File: config.mk
export PLATFORM = sky130hd
export DESIGN_NAME = in_pkt_tx
export DESIGN_NICKNAME = d
export VERILOG_FILES = /design/src/rtl/usb_pkg.sv /design/src/rtl/crc16_usb.sv /design/src/rtl/in_pkt_tx.sv
export SDC_FILE = /design/constraint.sdc
export NUM_CORES = 1
export LEC_CHECK = 0
export CORE_MARGIN = 1
export CORE_UTILIZATION = 30
export DETAILED_ROUTE_END_ITERATION = 8
export HOLD_SLACK_MARGIN = 0.03
export PLACE_DENSITY_LB_ADDON = 0.12
export REMOVE_ABC_BUFFERS = 1
export SETUP_SLACK_MARGIN = 0.4
export SLEW_MARGIN = 20
export SYNTH_ARGS = -nofsm -noshare
export SYNTH_HDL_FRONTEND = slang
export SYNTH_SLANG_ARGS = --single-unit
File: constraint.sdc
create_clock -name clk_i -period 1.9 [get_ports clk_i]
set_clock_uncertainty 0.15 [all_clocks]
set_input_delay 0.38 -clock clk_i [delete_from_list [all_inputs] [get_ports clk_i]]
set_output_delay 0.38 -clock clk_i [all_outputs]
set_load 0.005 [all_outputs]
File: src/rtl/usb_pkg.sv
// Shared USB definitions: PID bytes, CRC16 constants, IN transmitter states
// and the byte-wide CRC16 update used by the CRC sub-module.
package usb_pkg;

  localparam logic [7:0] PID_DATA0 = 8'hC3;
  localparam logic [7:0] PID_DATA1 = 8'h4B;
  localparam logic [7:0] PID_NAK   = 8'h5A;
  localparam logic [7:0] PID_STALL = 8'h1E;

  localparam logic [15:0] CRC16_POLY = 16'hA001;
  localparam logic [15:0] CRC16_INIT = 16'hFFFF;

  typedef enum logic [2:0] {
    ST_IDLE,
    ST_REWIND,
    ST_PID,
    ST_DATA,
    ST_CRC_LO,
    ST_CRC_HI,
    ST_WAIT_HS,
    ST_HS
  } in_tx_state_e;

  // One byte through the reflected CRC16, LSB of the byte first.
  function automatic logic [15:0] crc16_update(input logic [15:0] crc,
                                               input logic [7:0]  data);
    logic [15:0] c;
    c = crc ^ {8'h00, data};
    for (int i = 0; i < 8; i++) begin
      c = c[0] ? ((c >> 1) ^ CRC16_POLY) : (c >> 1);
    end
    return c;
  endfunction

endpackage

File: src/rtl/crc16_usb.sv
// USB CRC16 register with byte-parallel update. The caller qualifies clr_i
// and en_i with the bit-rate gate; clear takes priority over update.
module crc16_usb
  import usb_pkg::*;
(
  input  logic        clk_i,
  input  logic        rstn_i,
  input  logic        clr_i,
  input  logic        en_i,
  input  logic [7:0]  data_i,
  output logic [15:0] crc_o
);

  logic [15:0] crc_q;
  logic [15:0] crc_d;

  // Next CRC value if the current byte is folded in.
  always_comb begin
    crc_d = crc16_update(crc_q, data_i);
  end

  // CRC register: reset/clear to the init value, otherwise fold bytes in.
  always_ff @(posedge clk_i or negedge rstn_i) begin
    if (!rstn_i) begin
      crc_q <= CRC16_INIT;
    end else if (clr_i) begin
      crc_q <= CRC16_INIT;
    end else if (en_i) begin
      crc_q <= crc_d;
    end
  end

  assign crc_o = crc_q;

endmodule

File: src/rtl/in_pkt_tx.sv
// IN endpoint packet transmitter: answers an IN token with STALL, NAK or a
// DATA0/DATA1 packet read from a rewindable FIFO, then waits for the host
// handshake to commit or retransmit. Everything advances on clk_gate_i only.
module in_pkt_tx
  import usb_pkg::*;
#(
  parameter int IN_MAXPACKETSIZE = 8
) (
  input  logic       clk_i,
  input  logic       rstn_i,
  input  logic       clk_gate_i,
  input  logic       in_token_i,
  input  logic       ack_i,
  input  logic       timeout_i,
  input  logic       stall_i,
  input  logic       toggle_clr_i,
  input  logic [7:0] in_data_i,
  input  logic       in_valid_i,
  output logic       in_req_o,
  output logic       in_ready_o,
  output logic       in_data_ack_o,
  output logic [7:0] tx_data_o,
  output logic       tx_valid_o,
  input  logic       tx_ready_i,
  output logic       tx_last_o,
  output logic       busy_o
);

  localparam logic [6:0] MAX_CNT = 7'(IN_MAXPACKETSIZE);

  in_tx_state_e state_q, state_d;
  logic         toggle_q, toggle_d;
  logic         zlp_pend_q, zlp_pend_d;
  logic [6:0]   count_q, count_d;
  logic         in_req_q, in_req_d;
  logic         in_ready_q, in_ready_d;
  logic         in_data_ack_q, in_data_ack_d;
  logic [7:0]   tx_data_q, tx_data_d;
  logic         tx_valid_q, tx_valid_d;
  logic         tx_last_q, tx_last_d;
  logic         crc_clr, crc_en;
  logic [15:0]  crc;

  crc16_usb u_crc (
    .clk_i  (clk_i),
    .rstn_i (rstn_i),
    .clr_i  (clk_gate_i & crc_clr),
    .en_i   (clk_gate_i & crc_en),
    .data_i (tx_data_q),
    .crc_o  (crc)
  );

  // Next-state and registered-output logic. In DATA a transferred byte is
  // followed by one gap cycle so the FIFO head has advanced before reloading.
  always_comb begin
    state_d       = state_q;
    toggle_d      = toggle_q;
    zlp_pend_d    = zlp_pend_q;
    count_d       = count_q;
    in_req_d      = 1'b0;
    in_ready_d    = 1'b0;
    in_data_ack_d = 1'b0;
    tx_data_d     = tx_data_q;
    tx_valid_d    = tx_valid_q;
    tx_last_d     = tx_last_q;
    crc_clr       = 1'b0;
    crc_en        = 1'b0;

    case (state_q)
      ST_IDLE: begin
        tx_data_d  = 8'h00;
        tx_valid_d = 1'b0;
        tx_last_d  = 1'b0;
        if (in_token_i) begin
          if (stall_i) begin
            state_d    = ST_HS;
            tx_data_d  = PID_STALL;
            tx_valid_d = 1'b1;
            tx_last_d  = 1'b1;
          end else begin
            state_d    = ST_REWIND;
            in_ready_d = 1'b1;
            in_req_d   = 1'b1;
            count_d    = 7'd0;
            crc_clr    = 1'b1;
          end
        end
      end

      ST_REWIND: begin
        state_d = ST_PID;
      end

      ST_PID: begin
        if (!tx_valid_q) begin
          if (!in_valid_i && !zlp_pend_q) begin
            state_d    = ST_HS;
            tx_data_d  = PID_NAK;
            tx_valid_d = 1'b1;
            tx_last_d  = 1'b1;
          end else begin
            tx_data_d  = toggle_q ? PID_DATA1 : PID_DATA0;
            tx_valid_d = 1'b1;
            tx_last_d  = 1'b0;
          end
        end else if (tx_ready_i) begin
          if (in_valid_i) begin
            state_d   = ST_DATA;
            tx_data_d = in_data_i;
          end else begin
            state_d   = ST_CRC_LO;
            tx_data_d = ~crc[7:0];
          end
        end
      end

      ST_DATA: begin
        if (tx_valid_q) begin
          if (tx_ready_i) begin
            crc_en     = 1'b1;
            count_d    = count_q + 7'd1;
            in_ready_d = 1'b1;
            tx_valid_d = 1'b0;
          end
        end else if (!in_ready_q) begin
          tx_valid_d = 1'b1;
          if ((count_q == MAX_CNT) || !in_valid_i) begin
            state_d   = ST_CRC_LO;
            tx_data_d = ~crc[7:0];
          end else begin
            tx_data_d = in_data_i;
          end
        end
      end

      ST_CRC_LO: begin
        if (tx_ready_i) begin
          state_d   = ST_CRC_HI;
          tx_data_d = ~crc[15:8];
          tx_last_d = 1'b1;
        end
      end

      ST_CRC_HI: begin
        if (tx_ready_i) begin
          state_d    = ST_WAIT_HS;
          tx_data_d  = 8'h00;
          tx_valid_d = 1'b0;
          tx_last_d  = 1'b0;
        end
      end

      ST_WAIT_HS: begin
        if (ack_i) begin
          state_d       = ST_IDLE;
          in_ready_d    = 1'b1;
          in_data_ack_d = 1'b1;
          toggle_d      = ~toggle_q;
          zlp_pend_d    = (count_q == MAX_CNT);
        end else if (timeout_i) begin
          state_d = ST_IDLE;
        end
      end

      ST_HS: begin
        if (tx_ready_i) begin
          state_d    = ST_IDLE;
          tx_data_d  = 8'h00;
          tx_valid_d = 1'b0;
          tx_last_d  = 1'b0;
        end
      end

      default: begin
        state_d    = ST_IDLE;
        tx_data_d  = 8'h00;
        tx_valid_d = 1'b0;
        tx_last_d  = 1'b0;
      end
    endcase

    if (toggle_clr_i) begin
      toggle_d   = 1'b0;
      zlp_pend_d = 1'b0;
    end
  end

  // State and output registers, advanced only on the bit-rate gate.
  always_ff @(posedge clk_i or negedge rstn_i) begin
    if (!rstn_i) begin
      state_q       <= ST_IDLE;
      toggle_q      <= 1'b0;
      zlp_pend_q    <= 1'b0;
      count_q       <= 7'd0;
      in_req_q      <= 1'b0;
      in_ready_q    <= 1'b0;
      in_data_ack_q <= 1'b0;
      tx_data_q     <= 8'h00;
      tx_valid_q    <= 1'b0;
      tx_last_q     <= 1'b0;
    end else if (clk_gate_i) begin
      state_q       <= state_d;
      toggle_q      <= toggle_d;
      zlp_pend_q    <= zlp_pend_d;
      count_q       <= count_d;
      in_req_q      <= in_req_d;
      in_ready_q    <= in_ready_d;
      in_data_ack_q <= in_data_ack_d;
      tx_data_q     <= tx_data_d;
      tx_valid_q    <= tx_valid_d;
      tx_last_q     <= tx_last_d;
    end
  end

  assign in_req_o      = in_req_q;
  assign in_ready_o    = in_ready_q;
  assign in_data_ack_o = in_data_ack_q;
  assign tx_data_o     = tx_data_q;
  assign tx_valid_o    = tx_valid_q;
  assign tx_last_o     = tx_last_q;
  assign busy_o        = (state_q != ST_IDLE);

endmodule

# [After elaboration in Yosys (flattened, before gate mapping)]
# Index checks and enable logic that the tools add are counted.
# Widths: inputs -> output; s select.
[word_totals] reg_bits=41 out_inout_bits=14 wordCells=138
[op_classes] add_sub_neg=1 eq_ne=23 n_mux=69 bitwise_logic=14 n_reduce_logical=20
[ops] op="$mux 16" n=10
[ops] op="$mux 8" n=10
[ops] op="$mux 3" n=14
[ops] op="$pmux 8 s5" n=1
[ops] op="$mux 7" n=4
[ops] op="$not 2->3" n=8
[ops] op="$pmux 3 s8" n=1
[ops] op="$mux 1" n=23
[ops] op="$ne 2x2->1 const B" n=11
[ops] op="$not 8->8" n=2
[ops] op="$xor 16x8->16" n=1
[ops] op="$pmux 7 s2" n=1
[ops] op="$eq 3x3->1 const B" n=4
[ops] op="$reduce_and 11->1" n=1
[ops] op="$mux 5" n=2
[ops] op="$ne 3x3->1 const B" n=3
[ops] op="$pmux 1 s4" n=2
[ops] op="$reduce_bool 2->1" n=4
[ops] op="$reduce_bool 4->1" n=2
[ops] op="$add 7x1->7 const B" n=1
[ops] op="$eq 7x4->1 const B" n=1
[ops] op="$reduce_and 7->1" n=1
[ops] op="$eq 3x2->1 const B" n=2
[ops] op="$reduce_and 3->1" n=2
[ops] op="14 further kinds" n=16

# [Depth between registers and ports, before layout]
# Gate-level depths: netlist of the first run.
[depth] ltp_word=19 ltp_mapped=8 depth_no_buf=7

# [Modules after synthesis]
# From an unflattened synthesis of the first run, not the netlist that was laid out.
[hier_totals] cells_unflattened=298 area_unflattened_um2=2767.7
[by_module_without_submodules] module="in_pkt_tx" instances=1 cells_per_inst=211 area_per_inst_um2=1871.8 seq_area_each_um2=625.6
[by_module_without_submodules] module="crc16_usb" instances=1 cells_per_inst=87 area_per_inst_um2=895.9 seq_area_each_um2=420.4

# [Least setup slack after synthesis of the first run]
# Ideal clock, no wire load.
[synth_timing] kind="register -> register" startpoint="register count_q[0]" endpoint="register state_q[1]" setup_ns=0.125 arrival_time_ns=1.822 path_slack_ns=-0.197 stages_incl_launch_ff=9 n_path_buf=1 period_less_slack_ns=2.097 cell_sequence="dfrtp_1 > inv_1 > ha_1 > nor4bb_1 > a21boi_0 > buf_2 > a21oi_1 > o211ai_1 > mux2_2"
[synth_via] elab_chain_cells=4
[synth_lines] item="from (decl)" line="in_pkt_tx.sv:34" text="logic [6:0] count_q, count_d;"
[synth_lines] item="from (signal assigned)" line="in_pkt_tx.sv:205" text="count_q <= count_d;"
[synth_lines] item="$eq 7x4->1" line="in_pkt_tx.sv:127" text="if ((count_q == MAX_CNT) || !in_valid_i) begin"
[synth_lines] item="$logic_or 1x1->1" line="in_pkt_tx.sv:127"
[synth_lines] item="$ne 2x2->1 (no line)"
[synth_lines] item="$reduce_and 11->1 (no line)"
[synth_lines] item="to (signal assigned)" line="in_pkt_tx.sv:202" text="state_q <= state_d;"
[synth_lines] item="to (decl)" line="in_pkt_tx.sv:31" text="in_tx_state_e state_q, state_d;"
# No other way between the ends.
# A chain may end at the register's enable or synchronous reset.

# [Worst setup path in the final report of the first run]
[layout_timing] startpoint="register count_q[1]" endpoint="register tx_data_q[4] (netlist: tx_data_o[4])"
[layout_via] elab_chain_cells=6
[layout_lines] item="$eq 7x4->1" line="in_pkt_tx.sv:127"
[layout_lines] item="$logic_or 1x1->1" line="in_pkt_tx.sv:127"
[layout_lines] item="$mux 8" line="in_pkt_tx.sv:127"
[layout_lines] item="$mux 8" line="in_pkt_tx.sv:125" text="end else if (!in_ready_q) begin"
[layout_lines] item="$mux 8" line="in_pkt_tx.sv:118" text="if (tx_valid_q) begin"
[layout_lines] item="$pmux 8 s5" line="in_pkt_tx.sv:69" text="case (state_q)"
[layout_lines] item="to (signal assigned)" line="in_pkt_tx.sv:209" text="tx_data_q <= tx_data_d;"
[layout_lines] item="to (decl)" line="in_pkt_tx.sv:38" text="logic [7:0] tx_data_q, tx_data_d;"
# No other way between the ends. The select of a mux whose other input is x is not followed.

==> impl_metrics.py, run 1 <==
metrics = {
    "clock_tree": {
        "root_buffer": "clkbuf_8",
        "clock_sinks": 41,
        "cts.path.max_buffers": 2,
        "tritoncts": "done",
        "htree_levels": 2,
        "clk_latency_ps": 300,
        "clkTransAtPathRegs_ps": 90,
        "cts_buffers": 5,
    },
    "critical_path": {
        "required_ps": 1940,
        "cp_max_fo": 4,
        "criticalPathCategory": "register to register",
        "start_kind": "register",
        "worstPathArrival_ps": 2160,
        "end_kind": "register",
    },
    "flow_run": {
        "drv_cap": 0,
    },
    "logic_synthesis": {
        "yosys_warnings": 0,
        "synth.cell_area_um2": 2611,
        "yosys-top-cells-area": "dfrtp_1, dfstp_2, a21oi_1, xnor2_1, nand2_1",
        "ys_types": 54,
        "synth_largest_area_cell": "dfrtp_1",
        "synth_cells": 283,
        "post-synth-top-area-fraction_pct": 23.96,
        "syn-mean-instance-area_um2": 9.227,
        "synthFlopType": "dfrtp_1",
        "synth.yosys.seq_area_share_pct": 40.06,
        "async_flop_share_pct": 100.0,
        "synth_edf_count": 0,
        "synth_seq_cells": 41,
    },
    "timing": {
        "hold_violations": 0,
        "final-setup-viol-count": 36,
        "rsz0062_at_grt": "yes",
        "tns_ps": -3315,
        "timing.final.ws_setup_ps": -212.9,
        "maxSlewViolCount": 0,
        "layout_min_cycle_time_ps": 2113,
        "period_share_pct": 111.2,
        "hold_slack_ps": 332.2,
        "worst_pin_slew_ps": 705.0,
        "relSlewSlack_pct": 52.64,
        "clock.fmax_ghz": 0.4733,
    },
    "layout": {
        "final_common_cell": "buf_4",
        "fin_area_um2": 4498,
        "layout-drive-gt1-share_pct": 49.31,
        "mostFrequentLayoutCells": "buf_4, buf_6, nand2_1, nor2_1, dfrtp_1",
        "n_antenna_cell": 0,
        "nets": 451,
        "synthToLayoutAreaGrowth_pct": 72.26,
        "post-route-util_pct": 54.20,
    },
    "die": {
        "num_io_pins": 32,
        "dieArea_um2": 9081,
        "rows": 33,
        "initial_core_util_pct": 31.46,
        "die_h_um": 95.30,
        "die_w_um": 95.30,
        "core_area_um2": 8299,
    },
    "power": {
        "p_int_mw": 5.083,
        "p_sw_share_pct": 36.50,
        "seqPwrFrac_pct": 20.3,
        "p_clk_share_pct": 7.8,
        "p_leak_nw": 2.065,
        "power_mw": 8.004,
        "vdd_drop_max_v": 0.001643,
        "switchingPower_mw": 2.921,
        "pwr-share-comb_pct": 71.9,
        "cellPowerDensity_nw_per_um2": 1779,
    },
    "global_route": {
        "overflow": 0,
        "grt_max_degree": 42,
        "antenna_found_initial": 0,
        "grt_pass1_vias": 2688,
        "grt_pass1_wl_um": 13700,
        "grt_use_total_pct": 20.09,
    },
    "worst_hold_path": {
        "hp-class": "register to register",
    },
    "outcome": {
        "status": "finished, violations left",
        "violations": "setup timing",
    },
    "drt": {
        "viasPerCell": 4.963,
        "drc": 0,
        "drt_iter0_drc": 96,
        "vias": 2665,
        "drt-wirelength-per-cell_um": 16.10,
        "postRouteAntennaNets": 0,
        "drt_pass1_iterations": 4,
        "routed_wl_um": 8647,
    },
    "placement": {
        "place_area_um2": 3536,
        "dpl.hpwl_um": 5631,
        "gp_congestion": 0.7747,
        "io_buffers": 31,
    },
}
## cell type report
| cell class | instances | area, um^2 |
|---|---|---|
| fillers | 768 | 3801 |
| multi-input cells | 214 | 1693 |
| repair buffers | 155 | 1475 |
| flip-flops and latches | 41 | 1052 |
| well taps | 105 | 131.4 |
| clock buffers | 7 | 86.33 |
| inverters | 14 | 52.55 |
| clock inverters | 1 | 7.507 |
## metrics by stage
stage	cells	setup WS, ps
after detailed placement	478	-383.2
after global placement	478	-373.4
final	537	-212.9
after CTS	527	-278.3
after global routing	537	-317.1
after floorplan	268	-881.8
## metal layers
metal  track usage, %  vias to the layer above  share of wire (%)
met2            33.45                       51                 48
met3            3.429                        9                3.3
met4            6.061                        0                1.5
met5                0                        -                  0
met1            26.50                     1303                 48
li1                 -                     1302                  -
## synth_stat cells (7+ instances only)
library cell / number
a21oi_1: 23
clkbuf_1: 7
dfrtp_1: 25
dfstp_2: 16
inv_1: 14
mux2i_1: 10
nand2_1: 28
nand2b_1: 11
nor2_1: 26
o21ai_0: 13
o22ai_1: 9
xnor2_1: 13
## flip-flops by register name, summed over array words and instances, names as in the netlist
register       flops
u_crc.crc_o       16
tx_data_o          8
count_q            7
state_q            3
in_data_ack_o      1
in_ready_o         1
in_req_o           1
toggle_q           1
tx_last_o          1
tx_valid_o         1
zlp_pend_q         1
## cells by family after synthesis
| group | after synthesis | share of synthesized area (%) |
|---|---|---|
| XOR/XNOR | 26 | 11.55 |
| AND/OR/NAND/NOR | 94 | 17.63 |
| buffers and inverters | 29 | 5.079 |
| multiplexers | 11 | 4.265 |
| AO/OA/AOI/OAI | 80 | 20.46 |
| flip-flops | 41 | 40.06 |
| adder cells (fa/ha/maj) | 2 | 0.9582 |
## power by group through the flow
| stage | registers, mW | logic [mW] | clock network [mW] |
|---|---|---|---|
| floorplan | 1.67 | 2.31 | 0 |
| global placement | 1.61 | 4.22 | 0 |
| detailed placement | 1.62 | 4.21 | 0 |
| CTS | 1.60 | 5.28 | 0.642 |
| global route | 1.67 | 6.12 | 0.680 |
| finish | 1.63 | 5.75 | 0.624 |
## worst paths after layout
path                            slack [ps]  cells after the start       start            end
worst max-delay path                  -210                     10  count_q[1]   tx_data_o[4]
worst min-delay path                   330                      1    in_req_o       in_req_o
worst max register to register        -210                     10  count_q[1]   tx_data_o[4]
worst min register to register         330                      1    in_req_o       in_req_o
max in group asynchronous              660                      3      rstn_i     state_q[2]
min in group asynchronous              530                      3      rstn_i  in_data_ack_o
## what timing repair did
| item | in CTS | in global routing |
|---|---|---|
| setup buffers | 38 | 10 |
| resized for setup | 145 | 34 |
| cloned | 2 | 0 |
| endpoints found under the hold margin | 17 | 0 |
| pin swaps | 37 | 25 |
| hold buffers | 1 | 0 |
| setup endpoints to repair | 55 | 53 |
## worst max-delay path, cell delays in order, from the launching register on
cell	delay (ps)
dfrtp_1	380
inv_2	70
ha_4	160
nor4bb_4	140
buf_4	150
a21boi_4	160
buf_4	130
buf_6	120
mux2i_1	190
o22ai_1	80
a221o_1	290
Note: power is estimated with default switching activity, not from simulation.
==> run 2: changes to the inputs <==
--- a/config.mk
+++ b/config.mk
@@ -5,6 +5,7 @@
 export SDC_FILE = /design/constraint.sdc
 export NUM_CORES = 1
 export LEC_CHECK = 0
+export CORE_ASPECT_RATIO = 1.75
 export CORE_MARGIN = 1
 export CORE_UTILIZATION = 30
 export DETAILED_ROUTE_END_ITERATION = 8
@@ -16,3 +17,4 @@
 export SYNTH_ARGS = -nofsm -noshare
 export SYNTH_HDL_FRONTEND = slang
 export SYNTH_SLANG_ARGS = --single-unit
+export TNS_END_PERCENT = 30
==> run 2 against run 1 <==
Compared with the run above: the run still ends with setup timing left; hold slack lost 7.8 ps; global-route usage increased by 0.33 points; sequential power barely moved; register-to-register slack hardly changed; first-iteration DRC count increased by 71%; combinational power decreased by 4.3%; sequential share of layout area rose by 1.2 points; cell count is 0.74% lower; core utilization decreased by 3.3 points; non-clock buffer count shrank 14; via count shrank 1.2%; sequential cell count unchanged; critical path type unchanged.
==> impl_metrics.py, run 2 (synthesis gave the netlist of run 1 again) <==
metrics = {
    "worst_hold_path": {
        "min_to": "in_req_o",
        "min_path_cells": 1,
        "hold_start": "in_req_o",
        "hp-class": "register to register",
    },
    "critical_path": {
        "crit_family": "XOR/XNOR gates",
        "worstRegToRegCells": 5,
        "required_ps": 1960,
        "crit_chain": "xor2_4, xnor2_2, xor3_2, xnor3_1, a22oi_2",
        "r2r-start": "u_crc.crc_o[1]",
        "criticalPathCategory": "register to register",
        "path_buf_inv": 0,
        "end_kind": "register",
        "cp_max_fo": 2,
        "r2r-end": "u_crc.crc_o[0]",
        "worstPathArrival_ps": 2180,
        "start_kind": "register",
        "crit_slowest_cell": "dfstp_2",
        "r2r_slack_ps": -210,
        "cpPeakStageDelay_ps": 590,
    },
    "global_route": {
        "antenna_found_initial": 0,
        "grt_pass1_vias": 2658,
        "grt_max_degree": 27,
        "grt_pass1_wl_um": 13810,
        "overflow": 0,
        "grt_use_total_pct": 20.42,
    },
    "layout": {
        "mostFrequentLayoutCells": "buf_4, buf_6, nand2_1, nor2_1, dfrtp_1",
        "fin_area_um2": 4259,
        "layout-drive-gt1-share_pct": 42.58,
        "fin_cells": 533,
        "nets": 437,
        "final_common_cell": "buf_4",
        "num-fill-cells": 832,
        "n_antenna_cell": 0,
        "largest_reg_flops": 16,
        "synthToLayoutAreaGrowth_pct": 63.10,
        "post-route-util_pct": 50.90,
    },
    "power": {
        "p_leak_nw": 1.991,
        "cellPowerDensity_nw_per_um2": 1933,
        "vdd_drop_max_v": 0.001560,
    },
    "clock_tree": {
        "cts.path.max_buffers": 2,
        "root_buffer": "clkbuf_16",
        "clkTransAtPathRegs_ps": 70,
        "cts_buffers": 5,
        "htree_levels": 2,
        "clock_sinks": 41,
        "tritoncts": "done",
        "clk_latency_ps": 300,
    },
    "timing": {
        "rsz0062_at_grt": "yes",
        "timing.final.ws_setup_ps": -210.9,
        "worst_pin_slew_ps": 477.0,
        "clock.fmax_ghz": 0.4737,
        "tns_ps": -1832,
        "period_share_pct": 111.1,
        "hold_violations": 0,
        "final-setup-viol-count": 14,
        "relSlewSlack_pct": 67.86,
        "maxSlewViolCount": 0,
        "layout_min_cycle_time_ps": 2111,
    },
    "placement": {
        "io_buffers": 31,
        "place_area_um2": 3578,
        "place_inst": 492,
        "dpl.hpwl_um": 6259,
        "gp_congestion": 0.8393,
    },
    "die": {
        "initial_core_util_pct": 31.21,
        "dieArea_um2": 9096,
        "die_w_um": 72.53,
        "core_area_um2": 8368,
        "rows": 44,
        "num_io_pins": 32,
        "die_h_um": 125.4,
    },
    "drt": {
        "drt_pass1_iterations": 4,
        "drt_iter0_drc": 164,
        "viasPerCell": 4.938,
        "drt-wirelength-per-cell_um": 16.65,
        "vias": 2632,
        "postRouteAntennaNets": 0,
        "routed_wl_um": 8874,
        "drc": 0,
    },
    "flow_run": {
        "drv_cap": 0,
    },
    "outcome": {
        "status": "finished, violations left",
        "violations": "setup timing",
    },
}
## run 2: cell count changes in the layout (fill, tap and decap cells not counted), sizes merged
cell	previous run	this run
clkbuf	7	5
buf	134	119
clkdlybuf4s50	15	14
clkinvlp	1	0
clkinv	0	1
clkdlybuf4s15	3	1
dlygate4sd2	2	6
bufinv	0	2
## run 2: worst reg2reg max path: stages (launching register included)
cell	delay [ps]
dfstp_2	590
xor2_4	190
xnor2_2	140
xor3_2	480
xnor3_1	350
a22oi_2	120
## run 2: worst max-delay path by stage
stage	slack, ps	cells after the start	endpoint	start
floorplan	-880	7	state_q[1]	count_q[0]
global placement	-420	6	tx_data_o[6]	clk_gate_i
detailed placement	-460	6	tx_data_o[0]	clk_gate_i
CTS	-200	5	u_crc.crc_o[0]	u_crc.crc_o[1]
global route	-300	9	state_q[1]	count_q[1]
finish	-210	5	u_crc.crc_o[0]	u_crc.crc_o[1]
## run 2: per-layer routing
metal | share of wire (%) | global-route usage (%) | vias up
li1 | - | - | 1272
met1 | 39 | 23.30 | 1276
met2 | 54 | 37.22 | 71
met3 | 4.3 | 2.498 | 13
met4 | 2.5 | 8.304 | 0
met5 | 0 | 0 | -
## run 2: area by class of cell
type	count	area [um^2]	area share, %
inverter	14	52.55	1.234
clock buffer	5	125.1	2.938
sequential	41	1049	24.62
clock inverter	3	65.06	1.528
timing repair buffer	141	1250	29.35
multi-input combinational	214	1574	36.96
tap	115	143.9	3.378
## run 2: what timing repair did
item,in CTS,in global routing
endpoints found under the setup margin,55,47
buffers inserted,24,7
gates resized for setup,94,27
gates cloned,1,0
hold endpoints to repair,11,0
hold buffers,1,0
pin swaps,32,22
## run 2: per-stage QoR
| stage | hold WS [ps] | setup WS (ps) | power, mW |
|---|---|---|---|
| after floorplan | -65.59 | -881.8 | 3.981 |
| after global placement | 207.9 | -424.8 | 5.891 |
| after detailed placement | 203.8 | -462.1 | 5.907 |
| after CTS | 331.5 | -196.9 | 7.649 |
| after global routing | 347.7 | -296.5 | 8.705 |
| final | 324.4 | -210.9 | 8.232 |
## run 2: power by group
| group | leakage, nW | total, mW | switching [mW] | internal (mW) |
|---|---|---|---|---|
| sequential | 0.500 | 1.60 | 0.306 | 1.30 |
| combinational | 1.40 | 5.50 | 2.14 | 3.37 |
| clock | 0.0938 | 1.12 | 0.371 | 0.751 |
==> variant 1, RTL diff (config.mk and constraints of run 2) <==
One comparison of `count_q` changes from == to >=.
--- a/src/rtl/in_pkt_tx.sv
+++ b/src/rtl/in_pkt_tx.sv
@@ -157,5 +157,5 @@
           in_data_ack_d = 1'b1;
           toggle_d      = ~toggle_q;
-          zlp_pend_d    = (count_q == MAX_CNT);
+          zlp_pend_d    = (count_q >= MAX_CNT);
         end else if (timeout_i) begin
           state_d = ST_IDLE;
Behaviour: no difference found for any inputs over 10 cycles, from zero or initial values and one cycle with rstn_i low; that may be too few to reach the edited logic, so the function may still have changed.
==> variant 1 against run 2 <==
- the flow still finishes with violations (negative setup slack)
- routed wire length shrank 1.7%
- design area shrank 1.8%
- total power shrank 1.2%
- sequential cell count is the same
- setup slack lost 0.018 ns
- synthesized area grew 2.3%
- final cell count shrank 3.2%
- worst hold slack gained 0.011 ns
- maximum frequency shrank 0.83%
- die area grew 2.2%
- largest cell class unchanged
==> variant 1: results <==
status:
  status: "finished with violations"
  violations: "negative setup slack"
grt:
  grt_pass1_wl_um: 14380
  grt_usage: 0.2075
  first_global_vias: 2740
  grt_max_degree: 29
power:
  ir_drop_v: 0.001239
  power_leakage_nw: 1.853
critical_path:
  cp.arrival_ns: 2.14
  crit_path_max_fanout: 3
  r2r-start: "count_q[5]"
  reg2reg_depth: 4
route:
  wl_um: 8719
  vias_per_cell: 4.952
  first_iter_violations: 118
  dr.pass1.iters: 4
synthesis:
  synth_seq_area_share: 0.3918
  synth_commonest_cells: "29 x nand2_1, 25 x dfrtp_1, 25 x nor2_1, 24 x o21ai_0"
  yosys-top-cells-area: "dfrtp_1 23%, dfstp_2 16%, xnor2_1 6.6%"
  ys.flop_type: "dfrtp_1"
  ys_types: 53
sta:
  finalWorstSetupSlack_ns: -0.2285
  hold_ws_ns: 0.3352
  finalSetupViolations: 14
  slew_headroom: 0.7317
min_path:
  min_from: "tx_last_o"
  hold_depth: 2
placement:
  port_buffers: 31
  placed_area_um2: 3570
  place_hpwl_um: 6553
  gp_congestion: 0.8487
layout:
  num-fill-cells: 858
  drive_gt1_frac: 0.4486
  areaGrowthSynthToFinish_pct: 56.61
-- variant 1: what timing repair did --
action	CTS	global route
hold buffers	1	0
endpoints found under the setup margin	55	45
pin swaps	36	38
setup buffers	7	2
gates resized for setup	105	43
endpoints found under the hold margin	10	0
-- variant 1: how the worst max path moves through the flow --
stage	end	slack, ns	depth (start not counted)	startpoint
final	state_q[1]	-0.23	4	count_q[5]
after global routing	state_q[1]	-0.29	4	count_q[5]
after CTS	state_q[1]	-0.20	4	count_q[5]
after detailed placement	tx_data_o[4]	-0.58	7	tx_ready_i
after global placement	tx_data_o[0]	-0.53	6	tx_ready_i
after floorplan	state_q[0]	-0.38	4	state_q[1]
-- variant 1: critical path: stages (launching register included) --
cell,delay [ns]
dfrtp_1,0.38
or3_4,0.40
o31a_1,0.31
a2111oi_4,0.39
mux2_1,0.37
-- variant 1: final cells by class --
class	instances	area share
clock buffer	7	0.03650
timing repair buffer	118	0.2484
inverter	19	0.01706
multi-input combinational	213	0.4105
clock inverter	1	0.001197
sequential	41	0.2513
tap	117	0.03501
-- variant 1: power breakdown --
group / internal, mW / total, mW / switching (mW) / leakage (nW)
sequential: 1.32 / 1.68 / 0.359 / 0.494
combinational: 3.10 / 5.53 / 2.43 / 1.28
clock: 0.557 / 0.920 / 0.363 / 0.0799
-- variant 1: cell families (layout without fill, tap and decap cells) --
group | after synthesis | in the layout | synth area share
buf+inv | 36 | 145 | 0.08481
flops | 41 | 41 | 0.3918
xor+xnor | 27 | 27 | 0.09934
mux | 10 | 10 | 0.03843
simple gates | 86 | 86 | 0.1528
fa+ha+maj | 2 | 2 | 0.009371
compound gates | 88 | 88 | 0.2235
-- variant 1: per-layer routing --
layer	track usage	routed length, um
met5	0	0
met3	0.03098	259
met1	0.2406	3537
met2	0.3666	4658
met4	0.09389	263
-- variant 1: through the flow --
stage	worst slack (ns)	cells	TNS, ns
3_5_place_dp	-0.5802	498	-12.70
6_report	-0.2285	516	-2.007
4_1_cts	-0.2025	514	-2.221
3_3_place_gp	-0.5251	498	-11.91
5_1_grt	-0.2898	516	-2.890
2_1_floorplan	-0.3783	273	-7.577
==> variant 2, RTL diff (settings of run 2) <==
Made on the original files. Change the parameter `IN_MAXPACKETSIZE` from 8 to 6.
--- a/src/rtl/in_pkt_tx.sv
+++ b/src/rtl/in_pkt_tx.sv
@@ -5,5 +5,5 @@
   import usb_pkg::*;
 #(
-  parameter int IN_MAXPACKETSIZE = 8
+  parameter int IN_MAXPACKETSIZE = 6
 ) (
   input  logic       clk_i,
Check against the original RTL: no difference found for any inputs over 10 cycles, from zero or initial values and one cycle with rstn_i low; that may be too few to reach the edited logic, so the function may still have changed.
==> variant 2 against run 2 <==
- the run still ends with negative setup slack left
- total power shrank 3.6%
- design area is 0.53% higher
- routed wire length grew 7.3%
- critical path depth unchanged
- sequential power is 2% higher
- sequential cell count is the same
- first-iteration DRC count down 3.7%
- setup slack got worse by 0.036 ns
- clock power shrank 6%
- synthesized area up 1.3%
- non-clock buffer count down 21
==> variant 2: results <==
layout:
  nets: 424
  drive_gt1_frac: 0.4346
  largest_register_ffs: 16
synthesis:
  ys.flop_type: "dfrtp_1"
  synth_seq_area_share: 0.3953
  ys_types: 53
  synth_commonest_cells: "32 x nand2_1, 27 x nor2_1, 25 x dfrtp_1, 19 x a21oi_1, 19 x o21ai_0"
  avgSynthCellArea_um2: 8.940
  yosys-top-cells-area: "dfrtp_1 24%, dfstp_2 16%, xnor2_1 5.3%"
power:
  power_leakage_nw: 1.874
  ir_drop_v: 0.0007202
critical_path:
  cp.arrival_ns: 2.22
  crit_path_max_fanout: 2
  crit_type: "flop to flop"
  r2r-start: "u_crc.crc_o[6]"
placement:
  placed_cells: 497
  place_hpwl_um: 6765
  gp_congestion: 0.8531
grt:
  grt_max_degree: 25
  grt_usage: 0.2241
  grt_pass1_wl_um: 15040
  first_global_vias: 2756
route:
  vias_per_cell: 5.142
  via_count: 2684
  first_iter_violations: 158
  routedWlPerCell_um: 18.25
status:
  violations: "negative setup slack"
  status: "finished with violations"
sta:
  finalSetupViolations: 13
  slew_headroom: 0.5701
  finalWorstSetupSlack_ns: -0.2466
clocking:
  clock_latency_ns: 0.29
==> variant 2: cell types whose count changed after synthesis, moves of 4 or more <==
cell,change
inv_1,-4
o22ai_1,-8
nor3_1,+5
and2_1,+4
o21ai_0,+6
o32ai_1,+6
nand2_1,+4
mux2i_1,-7
clkbuf_1,+7
a21oi_1,-4
==> variant 2: worst max-delay path, cell delays in order (launching register included) <==
cell     delay (ns)
dfstp_2        0.56
xnor2_2        0.13
xnor3_2        0.49
xor3_2         0.27
xnor3_1        0.36
a22oi_2        0.12
==> variant 2: area by class of cell <==
cell class / count / area (um^2)
well taps: 117 / 146.4
fillers: 832 / 4333
flip-flops and latches: 41 / 1049
clock inverters: 2 / 37.54
inverters: 10 / 37.54
clock buffers: 6 / 138.9
multi-input cells: 226 / 1739
repair buffers: 120 / 1134
==> variant 2: layer usage <==
metal / GRT usage / wire (um)
met5: 0 / 0
met4: 0.1223 / 376
met3: 0.03120 / 249
met2: 0.3938 / 5265
met1: 0.2525 / 3635
==> variant 2: what timing repair did <==
action / in CTS / in global routing
setup endpoints to repair: 55 / 49
pin swaps: 33 / 12
gates resized for setup: 99 / 23
hold buffers: 1 / 0
cloned: 3 / 0
endpoints found under the hold margin: 12 / 0
setup buffers: 10 / 3
==> variant 2: worst min path at each step <==
stage | startpoint | to | slack, ns | cells past startpoint
floorplan | rstn_i | count_q[0] | -0.07 | 0
global placement | rstn_i | count_q[5] | 0.21 | 1
detailed placement | rstn_i | tx_data_o[0] | 0.22 | 1
CTS | u_crc.crc_o[9] | u_crc.crc_o[1] | 0.31 | 2
global route | u_crc.crc_o[10] | u_crc.crc_o[2] | 0.33 | 2
finish | u_crc.crc_o[9] | u_crc.crc_o[1] | 0.32 | 2
==> variant 2: cell families (layout without fill, tap and decap cells) <==
kind of cell | after synthesis | after routing | share of synthesized area
and+or+nand+nor | 108 | 108 | 0.2000
AOI/OAI and AO/OA | 85 | 85 | 0.2213
DFF | 41 | 41 | 0.3953
buffers and inverters | 29 | 138 | 0.04586
xor gates and xnor gates | 26 | 26 | 0.1083
muxes | 5 | 5 | 0.01986
adders and majority gates | 2 | 2 | 0.009455
==> variant 2: through the flow <==
step	power, mW	TNS, ns	worst slack [ns]	instance area (um^2)
6_report	7.934	-1.048	-0.2466	4282
5_1_grt	8.428	-2.014	-0.3122	4282
4_1_cts	7.822	-1.179	-0.2807	4184
3_5_place_dp	6.172	-8.666	-0.4606	3592
3_3_place_gp	6.144	-8.490	-0.4433	3592
2_1_floorplan	4.079	-7.776	-0.5017	2562
==> variant 2: power by group <==
part           switching (mW)  total, mW  leakage, nW  internal (mW)
Clock                   0.392       1.05       0.0831          0.657
Combinational            2.23       5.24         1.30           3.01
Sequential              0.317       1.64        0.496           1.33
Total                    2.94       7.93         1.87           5.00
